**src/rtl/fifo_packer_if.sv**
```systemverilog
// Handshake bundle between an upstream show-ahead FIFO, the packer and its downstream consumer.
// The slave modport is the packer side; master is the side that drives the FIFO/consumer inputs.
interface fifo_packer_if #(
  parameter int unsigned WIDTH = 8,
  parameter int unsigned PACK  = 4
);
  logic [WIDTH-1:0]      in_data;
  logic                  in_valid;
  logic                  in_ren;
  logic                  flush;
  logic [WIDTH*PACK-1:0] out_data;
  logic [PACK-1:0]       out_keep;
  logic                  out_last;
  logic                  out_valid;
  logic                  out_ready;

  modport slave (
    input  in_data, in_valid, flush, out_ready,
    output in_ren, out_data, out_keep, out_last, out_valid
  );

  modport master (
    output in_data, in_valid, flush, out_ready,
    input  in_ren, out_data, out_keep, out_last, out_valid
  );
endinterface

```
**src/rtl/fifo_packer.sv**
```systemverilog
// Packs PACK words popped from a show-ahead FIFO into one wide beat; flush closes a partial beat.
// Two states: StFill accumulates words, StHold presents the beat until downstream accepts it.
module fifo_packer #(
  parameter int unsigned WIDTH = 8,
  parameter int unsigned PACK  = 4
) (
  input logic          clk,
  input logic          rst,
  fifo_packer_if.slave bus
);
  localparam int unsigned IdxW = $clog2(PACK) + 1;

  typedef enum logic {StFill, StHold} state_e;

  state_e                state_q, state_d;
  logic [IdxW-1:0]       idx_q, idx_d;
  logic [WIDTH*PACK-1:0] data_q, data_d;
  logic [PACK-1:0]       keep_q, keep_d;
  logic                  last_q, last_d;
  logic                  pop;
  logic                  last_slot;

  assign pop       = bus.in_valid && (state_q == StFill);
  assign last_slot = (idx_q == IdxW'(PACK - 1));

  always_comb begin
    state_d = state_q;
    idx_d   = idx_q;
    data_d  = data_q;
    keep_d  = keep_q;
    last_d  = last_q;
    unique case (state_q)
      StFill: begin
        if (pop) begin
          for (int i = 0; i < PACK; i++) begin
            if (idx_q == IdxW'(i)) begin
              data_d[i*WIDTH +: WIDTH] = bus.in_data;
              keep_d[i]                = 1'b1;
            end
          end
          idx_d = idx_q + IdxW'(1);
        end
        if (pop && last_slot) begin
          state_d = StHold;
          last_d  = bus.flush;
        end else if (bus.flush && (pop || (idx_q != '0))) begin
          // A flush with nothing buffered and nothing arriving is simply dropped.
          state_d = StHold;
          last_d  = 1'b1;
        end
      end
      StHold: begin
        if (bus.flush) begin
          last_d = 1'b1;
        end
        if (bus.out_ready) begin
          state_d = StFill;
          idx_d   = '0;
          data_d  = '0;
          keep_d  = '0;
          last_d  = 1'b0;
        end
      end
    endcase
  end

  always_ff @(posedge clk) begin
    if (rst) begin
      state_q <= StFill;
      idx_q   <= '0;
      data_q  <= '0;
      keep_q  <= '0;
      last_q  <= 1'b0;
    end else begin
      state_q <= state_d;
      idx_q   <= idx_d;
      data_q  <= data_d;
      keep_q  <= keep_d;
      last_q  <= last_d;
    end
  end

  assign bus.in_ren    = pop;
  assign bus.out_valid = (state_q == StHold);
  assign bus.out_data  = data_q;
  assign bus.out_keep  = keep_q;
  // A flush seen while holding must mark the beat even if it is accepted on that same edge.
  assign bus.out_last  = last_q || ((state_q == StHold) && bus.flush);
endmodule

```
**src/flat_wrapper.sv**
```systemverilog
// flat-port wrapper written by rule: the top's interface ports become plain ports
module fifo_packer_flat 
#(
  parameter int unsigned WIDTH = 8,
  parameter int unsigned PACK  = 4
)
  (clk, rst, bus_in_data, bus_in_valid, bus_flush, bus_out_ready, bus_in_ren, bus_out_data, bus_out_keep, bus_out_last, bus_out_valid);
  fifo_packer_if #(.WIDTH(WIDTH), .PACK(PACK)) bus_i ();
  input logic clk;
  input logic rst;
  input wire logic [$bits(bus_i.in_data)-1:0] bus_in_data;
  input wire logic [$bits(bus_i.in_valid)-1:0] bus_in_valid;
  input wire logic [$bits(bus_i.flush)-1:0] bus_flush;
  input wire logic [$bits(bus_i.out_ready)-1:0] bus_out_ready;
  output wire logic [$bits(bus_i.in_ren)-1:0] bus_in_ren;
  output wire logic [$bits(bus_i.out_data)-1:0] bus_out_data;
  output wire logic [$bits(bus_i.out_keep)-1:0] bus_out_keep;
  output wire logic [$bits(bus_i.out_last)-1:0] bus_out_last;
  output wire logic [$bits(bus_i.out_valid)-1:0] bus_out_valid;
  assign bus_i.in_data = bus_in_data;
  assign bus_i.in_valid = bus_in_valid;
  assign bus_i.flush = bus_flush;
  assign bus_i.out_ready = bus_out_ready;
  assign bus_in_ren = bus_i.in_ren;
  assign bus_out_data = bus_i.out_data;
  assign bus_out_keep = bus_i.out_keep;
  assign bus_out_last = bus_i.out_last;
  assign bus_out_valid = bus_i.out_valid;
  fifo_packer #(.WIDTH(WIDTH), .PACK(PACK)) u_core (.clk(clk), .rst(rst), .bus(bus_i));
endmodule
```
**config.mk**
```make
export PLATFORM = sky130hd
export DESIGN_NAME = fifo_packer_flat
export DESIGN_NICKNAME = d
export VERILOG_FILES = /design/src/rtl/fifo_packer_if.sv /design/src/rtl/fifo_packer.sv /design/src/flat_wrapper.sv
export SDC_FILE = /design/constraint.sdc
export NUM_CORES = 1
export LEC_CHECK = 0
export CORE_MARGIN = 2
export CORE_UTILIZATION = 45
export CTS_BUF_LIST = sky130_fd_sc_hd__clkbuf_8
export DETAILED_ROUTE_END_ITERATION = 6
export DONT_BUFFER_PORTS = 1
export GPL_TIMING_DRIVEN = 0
export HOLD_SLACK_MARGIN = 0.02
export SYNTH_ARGS = -nofsm -noshare
export SYNTH_HDL_FRONTEND = slang
export SYNTH_SLANG_ARGS = --single-unit
```
**constraint.sdc**
```tcl
create_clock -name clk -period 1.6 [get_ports clk]
set_input_delay 0.24 -clock clk [delete_from_list [all_inputs] [get_ports clk]]
set_output_delay 0.24 -clock clk [all_outputs]
set_load 0.03 [all_outputs]
```
Word level (Yosys, flattened, before mapping)
Index checks and enable logic that the tools add are counted.

word-level totals
  memory bits (writable) = 0
  register bits after elaboration = 41
  logic and storage cells = 64
  memories kept = 0
  latch bits = 0
  output and inout bits = 39
  input bits = 13
  ROM bits = 0

operators by class
  bitwise operators = 1
  shift operators = 0
  order comparisons = 0
  eq/ne operators = 11
  mux-type cells = 26
  multiply operators = 0
  reduce and logical (&&, ||, !) cells = 14
  divide/modulo/power cells = 0
  add/subtract/negate cells = 1

operator list
  cell                                                   number
  two-way mux 32 bit                                     2
  case mux 32 bit (2 select lines)                       1
  two-way mux 8 bit                                      4
  AND reduction 3 bit                                    4
  two-way mux 1 bit                                      11
  two-way mux 4 bit                                      2
  inequality test 2 bit, second input constant           4
  case mux 4 bit (2 select lines)                        1
  equality test 3 x 2 -> 1 bit, second input constant    2
  two-way mux 3 bit                                      2
  inequality test 3 bit, second input constant           2
  case mux 3 bit (2 select lines)                        1
  logical AND 1 bit                                      4
  inequality test 2 x 1 -> 1 bit, second input constant  2
  case mux 1 bit (2 select lines)                        2
  AND reduction 2 bit                                    2
  adder 3 x 1 -> 3 bit, second input constant            1
  equality test 3 x 1 -> 1 bit, second input constant    1
  zero test 3 bit                                        1
  nonzero test 3 bit                                     1
  logical OR 1 bit                                       2
  inverter 1 bit                                         1

Depth between registers and ports, before layout
  depth in word-level cells = 7
  mapped depth = 7
  mapped depth without buffers = 5

Worst setup path after synthesis
OpenSTA, ideal clock, no wires.

  path kind = register to register
  start point = register u_core.state_q (netlist: u_core.bus.out_valid)
  end point = register u_core.last_q
  cell stages (with the launch flop) = 6
  library setup time = 72 ps
  buffers on the path = 1
  data required time = 1528 ps
  arrival time = 1335 ps
  path slack = 193 ps
  clock period less this slack = 1407 ps
  cell sequence = dfxtp_1 > nand2b_1 > buf_6 > inv_2 > a21oi_4 > a2bb2oi_1

between the ends
  cells in the longest elaborated chain, start to end = 6
  elaborated cells between the ends (all ways) = 10
  those cells by class = eq/ne: 2; mux: 2; bitwise: 1; reduce/logical: 5

ends and longest elaborated chain
  item                                    line                text
  start: declaration                      fifo_packer.sv:15   state_e state_q, state_d;
  start signal: assignment                fifo_packer.sv:69   state_q <= StFill;
  start signal: assignment                fifo_packer.sv:75   state_q <= state_d;
  inverter 1 bit (*)                      --
  logical AND 1 bit (*)                   fifo_packer.sv:23   assign pop = bus.in_valid && (state_q == StFill);
  named net bus_in_ren                    flat_wrapper.sv:15  output wire logic [$bits(bus_i.in_ren)-1:0] bus_in_ren;
  logical OR 1 bit                        fifo_packer.sv:46   end else if (bus.flush && (pop || (idx_q != '0))) begin
  logical AND 1 bit                       fifo_packer.sv:46
  inequality test 3 bit (no source line)  --
  AND reduction 2 bit (no source line)    --
  end signal: assignment                  fifo_packer.sv:79   last_q <= last_d;
  end: declaration                        fifo_packer.sv:19   logic last_q, last_d;

The timed path passes the listed nets; every way through them passes the cells marked *.
A chain may end at the register's enable or synchronous reset.

Worst setup path in the final report
  start point = register u_core.state_q (netlist: u_core.bus.out_valid)
  end point = output port bus_out_last

between the ends
  cells in the longest elaborated chain, start to end = 2

ends and longest elaborated chain
  item               line                text
  logical AND 1 bit  fifo_packer.sv:88   assign bus.out_last = last_q || ((state_q == StHold) && bus.flush);
  logical OR 1 bit   fifo_packer.sv:88
  end: declaration   flat_wrapper.sv:18  output wire logic [$bits(bus_i.out_last)-1:0] bus_out_last;

No other way between the ends.

==> metrics.md <==
| Metric | Value |
|---|---|
| Slew headroom | `0.7270` |
| Crit path DAT | `1.29 ns` |
| Worst reg2reg path depth | `6` |
| Congestion Overflow GR | `0` |
| Synth top area cells | `dfxtp_1 50%, a22o_1 5.3%, nand3_1 4.9%, a22o_2 4.3%, ha_1 3.8%` |
| Largest family of logic cells by synthesized area | `compound AO/OA/AOI/OAI gates` |
| Yosys warnings | `0` |
| Hold buffers post-CTS | `0` |
| Worst path slowest cell | `dfxtp_2` |
| I/O pin total | `52` |
| CP Capture Point | `bus_out_last` |
| Filler cells | `322` |
| Worst-margin pin slew | `slightly above 0.4 ns` |
| Initial Utilization | `0.4821` |
| Max FO, Critical Path | `10` |
| Via count | `1207` |
| Fin. max-slew vios | `0` |
| P&R area growth vs syn | `10.49%` |
| Die area | `4159 um2` |
| Power Total | `0.002121 W` |
| Maximum root-to-sink buffer count | `2` |
| Sink count of the clock tree | `41` |
| Worst EP required | `1.36 ns` |
| Post-Synth Adder-Cell Area | `0.03799` |
| Vias/cell | `roughly 5.7` |
| Synth top area share | `0.4985` |
| Kind of critical path | `reg2out` |
| Post-synthesis compound-gate area fraction | `0.2112` |
| Die H | `about 64 um` |
| DR pass1 iterations | `4` |
| DRT iter0 DRCs | `between 60 and 70` |
| Synth Cell Area | `1647 um2` |
| Clock skew | `0.01108 ns` |
| Post-synthesis mux area share | `0.006079` |
| Synthesized Nets | `176` |
| Internal reg-to-reg setup slack | `0.11 ns` |
| Smallest hold slack | `0.07781 ns` |
| PwrDens | `1166 nW/um2` |
| Largest net degree at the start of global routing | `14` |
| Final hold violations | `0` |
| Mean Syn Cell Area | `about 10 um2` |
| Final min period | `1.534 ns` |
| Synth unique cells | `30` |
| TritonCTS Buffers | `5` |
| Met3 usage | `0.08160` |
| Pleak | `0.6902 nW` |
| Grt met1 use | `0.2528` |
| Worst path cell trace | `buf_4 > a21oi_1 > inv_1` |
| Non-filler cells, final | `213` |
| Most crowded layer after global routing | `met2` |
| Max-Cap Viols | `0` |
| # DRC | `0` |
| Most used DFF post-synth | `dfxtp_1` |
| CP peak stage delay | `0.47 ns` |
| Hold Crit Class | `in2reg` |
| Post-Synthesis Cells | `158` |
| GR Util All Layers | `0.1967` |
| Worst Setup SP | `u_core.bus.out_valid` |
| Row cnt | `21` |
| CTS tree | `done` |
| Run status | `finished clean` |
| Total Wirelength | `3786 um` |
| Yosys top cell by area | `dfxtp_1` |
| RR Endpoint | `u_core.bus.out_data[29]` |
| Worst reg2reg path startpoint | `u_core.idx_q[2]` |
| TNS Setup | `0 ns` |
| EDFF count, synth | `0` |
| Maximum vdd ir drop | `between 600 and 700 uV` |
| Clock-pin slew on the worst setup and hold paths | `0.09 ns` |
| Seq cells post-synth | `41` |
| Synth Area in XOR/XNOR | `0` |
| Period Utilization, post-route | `0.9590` |
| Hpwl dp | `2802 um` |
| DP Area | `about 1700 um2` |
| DRT antenna net count | `0` |
| GRT met2 Usage | `0.3086` |
| CP startpoint kind | `register` |
| Share of post-route cells with drive strength above 1 | `0.2216` |
| Vias in the first global route | `1189` |
| Number of H-tree levels | `2` |
| GPL Wtd Cong | `0.7904` |
| Placed cells | `between 200 and 250` |
| Setup violators final | `0` |
| Post-Synth Simple-Gate Area | `0.2006` |
| Seq/Total Area, Yosys | `0.4985` |
| Initial antenna violation count | `0` |
| Post-synth ARST share | `0` |
| Critical path capture point type | `output port` |
| CTS root buf | `clkbuf_8` |
| Final Net Count | `184` |
| Avg WL per Cell | `17.77 um` |
| Core Box Area | `3416 um2` |
| Antenna cells | `0` |
| Port bufs | `0` |
| RSZ-0062 raised after global routing | `no` |
| Die W | `64.49 um` |
| Clock insertion delay at the later pin of the skew report | `0.29 ns` |
| First-pass GRT wire length | `6182 um` |
| Post-route cell area | `1819 um2` |
| Highest clock rate | `between 0.6 and 0.7 GHz` |
[synth_stat cells (2+ instances only)]
master and number:
a22o_2 7, nand2b_1 10, o21ai_0 8, nor4b_4 2
a21oi_1 11, buf_2 6, a22o_1 10, dfxtp_1 41
ha_1 5, inv_1 6, nand2_1 6, a2bb2oi_1 2
nand3_1 16, nand4bb_1 3, and4bb_2 2, nor2_1 9
[power by group]
| part | switching, W | leakage [nW] | internal (W) |
|---|---|---|---|
| sequential | 0.000108 | 0.333 | 0.00107 |
| combinational | 0.000146 | 0.306 | 0.0000874 |
| clock | 0.000360 | 0.0512 | 0.000350 |
[routing by layer]
metal,vias to the layer above,routed length (um)
met5,-,0
met4,0,34
met3,4,275
met2,39,1745
met1,580,1729
li1,584,-
[stage by stage]
stage | util | setup slack [ns]
floorplan | - | 0.1929
global placement | 0.4989 | 0.003663
detailed placement | 0.4989 | -0.003427
CTS | 0.5282 | 0.05944
global route | 0.5326 | 0.0007091
finish | 0.5326 | 0.06563
[worst min path at each step]
stage                               from  depth (start not counted)                       to
after floorplan           bus_in_data[2]                          1  u_core.bus.out_data[10]
after global placement    bus_in_data[3]                          1  u_core.bus.out_data[19]
after detailed placement  bus_in_data[3]                          1  u_core.bus.out_data[19]
after CTS                 bus_in_data[6]                          1  u_core.bus.out_data[14]
after global routing      bus_in_data[6]                          1  u_core.bus.out_data[14]
final                     bus_in_data[2]                          1  u_core.bus.out_data[26]
[final cells by class]
cell class | count | area, um2 | area share
inverter | 7 | 26.28 | 0.01444
timing repair buffer | 2 | 15.01 | 0.008253
clock buffer | 6 | 82.58 | 0.04539
clock inverter | 2 | 13.76 | 0.007565
buffer | 7 | 46.29 | 0.02545
sequential | 41 | 822.0 | 0.4519
multi-input combinational | 102 | 755.7 | 0.4154
tap | 46 | 57.56 | 0.03164
[worst max-delay path, delay by kind of cell, from the launching register on]
kind / cells / cell delay [ns]
compound gates: 1 / 0.10
buf+inv: 2 / 0.45
flops: 1 / 0.47
[cells in the final DEF (no fill, tap or decap), drive strengths merged, types with 3 or more instances in the layout]
cell,n
clkbuf,6
dfxtp,41
o21ai,8
a21oi,13
nor2,9
nand2b,10
inv,7
nand4bb,3
ha,5
nand3,16
nand2,6
a22o,17
buf,9
[cells by family after synthesis]
kind of cell,Yosys count
multiplexers,1
flip-flops,41
AND/OR/NAND/NOR,50
adder cells (fa/ha/maj),5
buffers and inverters,15
AO/OA/AOI/OAI,46
[sequential cells by signal (all words and copies together), names as in the netlist]
register              count
u_core.last_q             1
u_core.idx_q              3
u_core.bus.out_data      32
u_core.bus.out_keep       4
u_core.bus.out_valid      1
[timing repair]
item,4_1_cts,5_1_grt
endpoints found under the setup margin,2,18
cloned,0,0
gates resized for setup,2,2
endpoints found under the hold margin,0,0
setup buffers,0,2
(Power assumes the default switching activity.)
